--- src/rtl/adc_capture_sequencer_if.sv ---
// adc_capture_sequencer_if: host request, ADC input, FIFO flow control and capture outputs
interface adc_capture_sequencer_if;
   logic        collectData;
   logic        testMode;
   logic [9:0]  adcData;
   logic        fifoFull;
   logic [9:0]  dataOut;
   logic        dataValid;
   logic        overflow;
   logic        busy;
   logic [31:0] sampleCount;
   modport slave (input collectData, testMode, adcData, fifoFull,
                  output dataOut, dataValid, overflow, busy, sampleCount);
   modport master (output collectData, testMode, adcData, fifoFull,
                   input dataOut, dataValid, overflow, busy, sampleCount);
endinterface

--- src/rtl/adc_capture_sequencer.sv ---
// adc_capture_sequencer: arms/stops ADC capture, drops settling samples, muxes ADC or test ramp into the FIFO
module adc_capture_sequencer #(
   parameter int unsigned DISCARD_COUNT = 4,
   parameter int unsigned TEST_MAX = 1020
) (
   input logic inclk,
   input logic reset,
   adc_capture_sequencer_if.slave bus
);
   typedef enum logic [1:0] {IDLE, SETTLE, CAPTURE, HALT} state_t;
   state_t state;
   logic [1:0] sync;
   logic collect_sync;
   logic mode;
   logic [7:0] discard;
   logic [9:0] ramp;
   assign collect_sync = sync[1];
   always_ff @(posedge inclk) begin
      if (reset) begin
         state <= IDLE;
         sync <= '0;
         mode <= 1'b0;
         discard <= '0;
         ramp <= '0;
         bus.dataOut <= '0;
         bus.dataValid <= 1'b0;
         bus.overflow <= 1'b0;
         bus.busy <= 1'b0;
         bus.sampleCount <= '0;
      end else begin
         sync <= {sync[0], bus.collectData};
         bus.dataValid <= 1'b0;
         case (state)
            IDLE: if (collect_sync) begin
               state <= SETTLE;
               bus.busy <= 1'b1;
               mode <= bus.testMode;
               bus.sampleCount <= '0;
               bus.overflow <= 1'b0;
               discard <= '0;
               ramp <= '0;
            end
            SETTLE: if (!collect_sync) begin
               state <= IDLE;
               bus.busy <= 1'b0;
            end else if (discard == 8'(DISCARD_COUNT - 1)) begin
               state <= CAPTURE;
            end else begin
               discard <= discard + 8'd1;
            end
            CAPTURE: if (!collect_sync) begin
               state <= IDLE;
               bus.busy <= 1'b0;
            end else if (bus.fifoFull) begin
               // the word presented this cycle is already committed; stop before the next one
               state <= HALT;
               bus.overflow <= 1'b1;
            end else begin
               bus.dataValid <= 1'b1;
               bus.dataOut <= mode ? ramp : bus.adcData;
               bus.sampleCount <= &bus.sampleCount ? bus.sampleCount : bus.sampleCount + 32'd1;
               ramp <= (ramp == 10'(TEST_MAX)) ? 10'd0 : ramp + 10'd1;
            end
            HALT: if (!collect_sync) begin
               state <= IDLE;
               bus.busy <= 1'b0;
            end
            default: state <= IDLE;
         endcase
      end
   end
endmodule

--- src/flat_wrapper.sv ---
// flat-port wrapper written by rule: the top's interface ports become plain ports
module adc_capture_sequencer_flat 
#(
   parameter int unsigned DISCARD_COUNT = 4,
   parameter int unsigned TEST_MAX = 1020
)
  (inclk, reset, bus_collectData, bus_testMode, bus_adcData, bus_fifoFull, bus_dataOut, bus_dataValid, bus_overflow, bus_busy, bus_sampleCount);
  adc_capture_sequencer_if bus_i ();
  input logic inclk;
  input logic reset;
  input wire logic [$bits(bus_i.collectData)-1:0] bus_collectData;
  input wire logic [$bits(bus_i.testMode)-1:0] bus_testMode;
  input wire logic [$bits(bus_i.adcData)-1:0] bus_adcData;
  input wire logic [$bits(bus_i.fifoFull)-1:0] bus_fifoFull;
  output wire logic [$bits(bus_i.dataOut)-1:0] bus_dataOut;
  output wire logic [$bits(bus_i.dataValid)-1:0] bus_dataValid;
  output wire logic [$bits(bus_i.overflow)-1:0] bus_overflow;
  output wire logic [$bits(bus_i.busy)-1:0] bus_busy;
  output wire logic [$bits(bus_i.sampleCount)-1:0] bus_sampleCount;
  assign bus_i.collectData = bus_collectData;
  assign bus_i.testMode = bus_testMode;
  assign bus_i.adcData = bus_adcData;
  assign bus_i.fifoFull = bus_fifoFull;
  assign bus_dataOut = bus_i.dataOut;
  assign bus_dataValid = bus_i.dataValid;
  assign bus_overflow = bus_i.overflow;
  assign bus_busy = bus_i.busy;
  assign bus_sampleCount = bus_i.sampleCount;
  adc_capture_sequencer #(.DISCARD_COUNT(DISCARD_COUNT), .TEST_MAX(TEST_MAX)) u_core (.inclk(inclk), .reset(reset), .bus(bus_i));
endmodule
--- config.mk ---
export PLATFORM = sky130hd
export DESIGN_NAME = adc_capture_sequencer_flat
export DESIGN_NICKNAME = d
export VERILOG_FILES = /design/src/rtl/adc_capture_sequencer_if.sv /design/src/rtl/adc_capture_sequencer.sv /design/src/flat_wrapper.sv
export SDC_FILE = /design/constraint.sdc
export NUM_CORES = 1
export LEC_CHECK = 0
export BUFFER_PORTS_ARGS = -buffer_cell sky130_fd_sc_hd__buf_4
export CORE_UTILIZATION = 39
export CTS_BUF_LIST = sky130_fd_sc_hd__clkbuf_2 sky130_fd_sc_hd__clkbuf_4 sky130_fd_sc_hd__clkbuf_8
export DETAILED_ROUTE_END_ITERATION = 7
export PLACE_DENSITY_LB_ADDON = 0.12
export SLEW_MARGIN = 10
export SYNTH_ARGS = -nofsm -noshare
export SYNTH_HDL_FRONTEND = slang
export SYNTH_SLANG_ARGS = --single-unit
--- constraint.sdc ---
create_clock -name inclk -period 3.25 [get_ports inclk]
set_input_delay 0.8125 -clock inclk [delete_from_list [all_inputs] [get_ports inclk]]
set_output_delay 0.8125 -clock inclk [all_outputs]
set_load 0.01 [all_outputs]
==> run metrics <==
CTS tree=built; xor/xnor cell area share of the yosys netlist=0.0360; ys async rst share=0; # setup viols final=0; Overflow after GRT=0; # Post-CTS Setup Buffers=0; num rows=33; count leader, synth=dfxtp_1; Max IR drop VDD=0.239 mV; crit-path max FO=16; PwrDens=407 mW/mm^2; Yosys cell types=53; total power=0.00169 W; core area=0.00834 mm^2; Clock Tree Buf Depth=2; max_cap viols=0; Setup TNS Final=0 ps; post-route ant nets=0; largest family of logic cells by synthesized area=simple AND/OR/NAND/NOR gates; Die ar.=0.00911 mm^2; diode count=0; max_slew headroom=0.491; Commonest cells post-synth=68 x dfxtp_1, 50 x nor2_1, 35 x nand2_1, 19 x a21oi_1; Seq cells post-synth=68; Synth area leader=dfxtp_1; Initial Util=0.408; Post-Route WL=8780 um; TritonCTS Sinks=68; WHS Path Cells=1; syn nets=421; EDFF count, synth=0; initial antenna violation count=0; Final Worst Setup Slack=792 ps; RD Place Congestion=0.858; first-pass GRT wire length=14500 um; kind of critical path=reg2reg; post-cts sizing count=0; post-DR vias/cell=5.64; cells after synthesis=402; syn_area_per_cell=8.47 um^2; area share of the largest cell type after synthesis=0.400; fin util=0.499; HP Class=reg2reg; Post-Synth Adder-Cell Area=0.0147; Fin. Hold Viols=0; Worst Max-Slew Pin Slew=761 ps; area of the multi-input gates=0.00192 mm^2; vias=3201; crit path capture type=register; total area of sequential cells=0.00136 mm^2; share of layout cells above drive strength 1=0.210; H-tree depth=3; Avg WL per Cell=15.4 um; Clock Skew=10.6 ps; cts hold-fix bufs=0; compound-gate portion of the synthesized area=0.213; Post-Synth Simple-Gate Area=0.266; max frequency=407 MHz; mux cell area share after synthesis=0.0353; die height=95.5 um; outcome=finished, final reports clean; DRT Pass-1 Iters=4; Fillers=861; synth top area cells=dfxtp_1 40%, nor2_1 5.5%, nand2_1 3.9%; largest net degree at the start of global routing=34; Port Buffer Count=59; Pleak=1.46 nW; Final min period=2460 ps; Yosys warning count=0; worst r2r path cells=6; Clock transition at path regs=70 ps; clk_lat worst skew=350 ps; Critical Path Source Type=register; ys flop type=dfxtp_1; root buffer selected by CTS=clkbuf_8; Area Overhead vs Synth=22.1%; nets=477; Post-Syn Area=0.00341 mm^2; clock buffer count from CTS=9; Final period util=0.756; vias in the first global route=3036; RSZ-0062 raised after global routing=false; IO Pins=60; worst path arrival time=2670 ps; Die Width=95.5 um; DRC=0; GRT Total Usage=0.206; Placement Setup Slack=818 ps; dpl hpwl=6200 um; DRT iter0 DRCs=158; post-synthesis sequential area ratio=0.400; final count of pins violating max slew=0; required time of the critical path=3460 ps
## critical path, stage by stage (launching register included)
cell and delay (ps):
dfxtp_1 440, ha_1 270, nand4_2 170, or4_4 650, o31a_4 480, a41oi_1 230, a31oi_1 60
## cell usage in the layout (no fill, tap or decap), drive strengths merged, types with 3 or more instances in the layout
cell type,netlist,final
xor2,10,10
or3,4,4
nor4,7,7
or2,3,3
and2,5,5
buf,4,65
nand2b,7,7
a41oi,7,7
nand2,35,35
dfxtp,68,68
clkbuf,16,10
nor2,50,50
inv,8,8
xnor2,4,4
or4,5,5
clkinvlp,0,3
nand3,17,17
o31ai,10,10
ha,4,4
mux2i,12,12
o22ai,3,3
o21ai,15,15
o211ai,6,6
a21oi,22,22
nor3,3,3
a31oi,16,16
nor2b,6,6
nand4,19,19
and4,7,7
a211oi,10,10
## cell type report
type                    instances  area share
repair buffers                 65       0.117
clock buffers                  10      0.0331
multi-input cells             306       0.462
well taps                     105      0.0316
inverters                       8     0.00722
flip-flops and latches         68       0.327
clock inverters                 6      0.0211
## per-stage QoR
stage               instance area (um^2)  instances  hold WS (ps)
finish                              4160        568           442
floorplan                           3410        402           414
CTS                                 4160        568           449
global route                        4160        568           461
global placement                    3930        552           421
detailed placement                  3930        552           430
## state kept, by name, indices dropped and copies added, names as in the netlist
name / flops
u_core.state: 2
u_core.bus.sampleCount: 32
u_core.bus.dataValid: 1
u_core.mode: 1
u_core.discard: 8
u_core.bus.dataOut: 10
u_core.bus.overflow: 1
u_core.sync: 2
u_core.ramp: 10
u_core.bus.busy: 1
## per-layer routing
layer	vias to the layer above	wire length, um	global-route usage
met5	-	0	0
met4	0	133	0.0647
met1	1507	4010	0.254
li1	1620	-	-
met2	65	4240	0.348
met3	9	384	0.0574
## final timing paths
| check | from | end | slack, ps |
|---|---|---|---|
| min | u_core.sync[0] | u_core.sync[1] | 440 |
| min reg2reg | u_core.sync[0] | u_core.sync[1] | 440 |
| max reg2reg | u_core.bus.sampleCount[0] | u_core.bus.sampleCount[13] | 790 |
| max | u_core.bus.sampleCount[0] | u_core.bus.sampleCount[13] | 790 |
## cells by family (layout without fill, tap and decap cells)
family / after synthesis / count (layout)
and+or+nand+nor: 172 / 172
xor gates and xnor gates: 14 / 14
AOI/OAI and AO/OA: 104 / 104
DFF: 68 / 68
muxes: 12 / 12
adders and majority gates: 4 / 4
buffers and inverters: 28 / 89
## power breakdown
group / internal (W) / total [W] / switching [W]
logic: 0.0000261 / 0.0000623 / 0.0000362
clock network: 0.000451 / 0.000786 / 0.000335
registers: 0.000836 / 0.000841 / 0.00000513
Power figures use the tool's default switching activity.
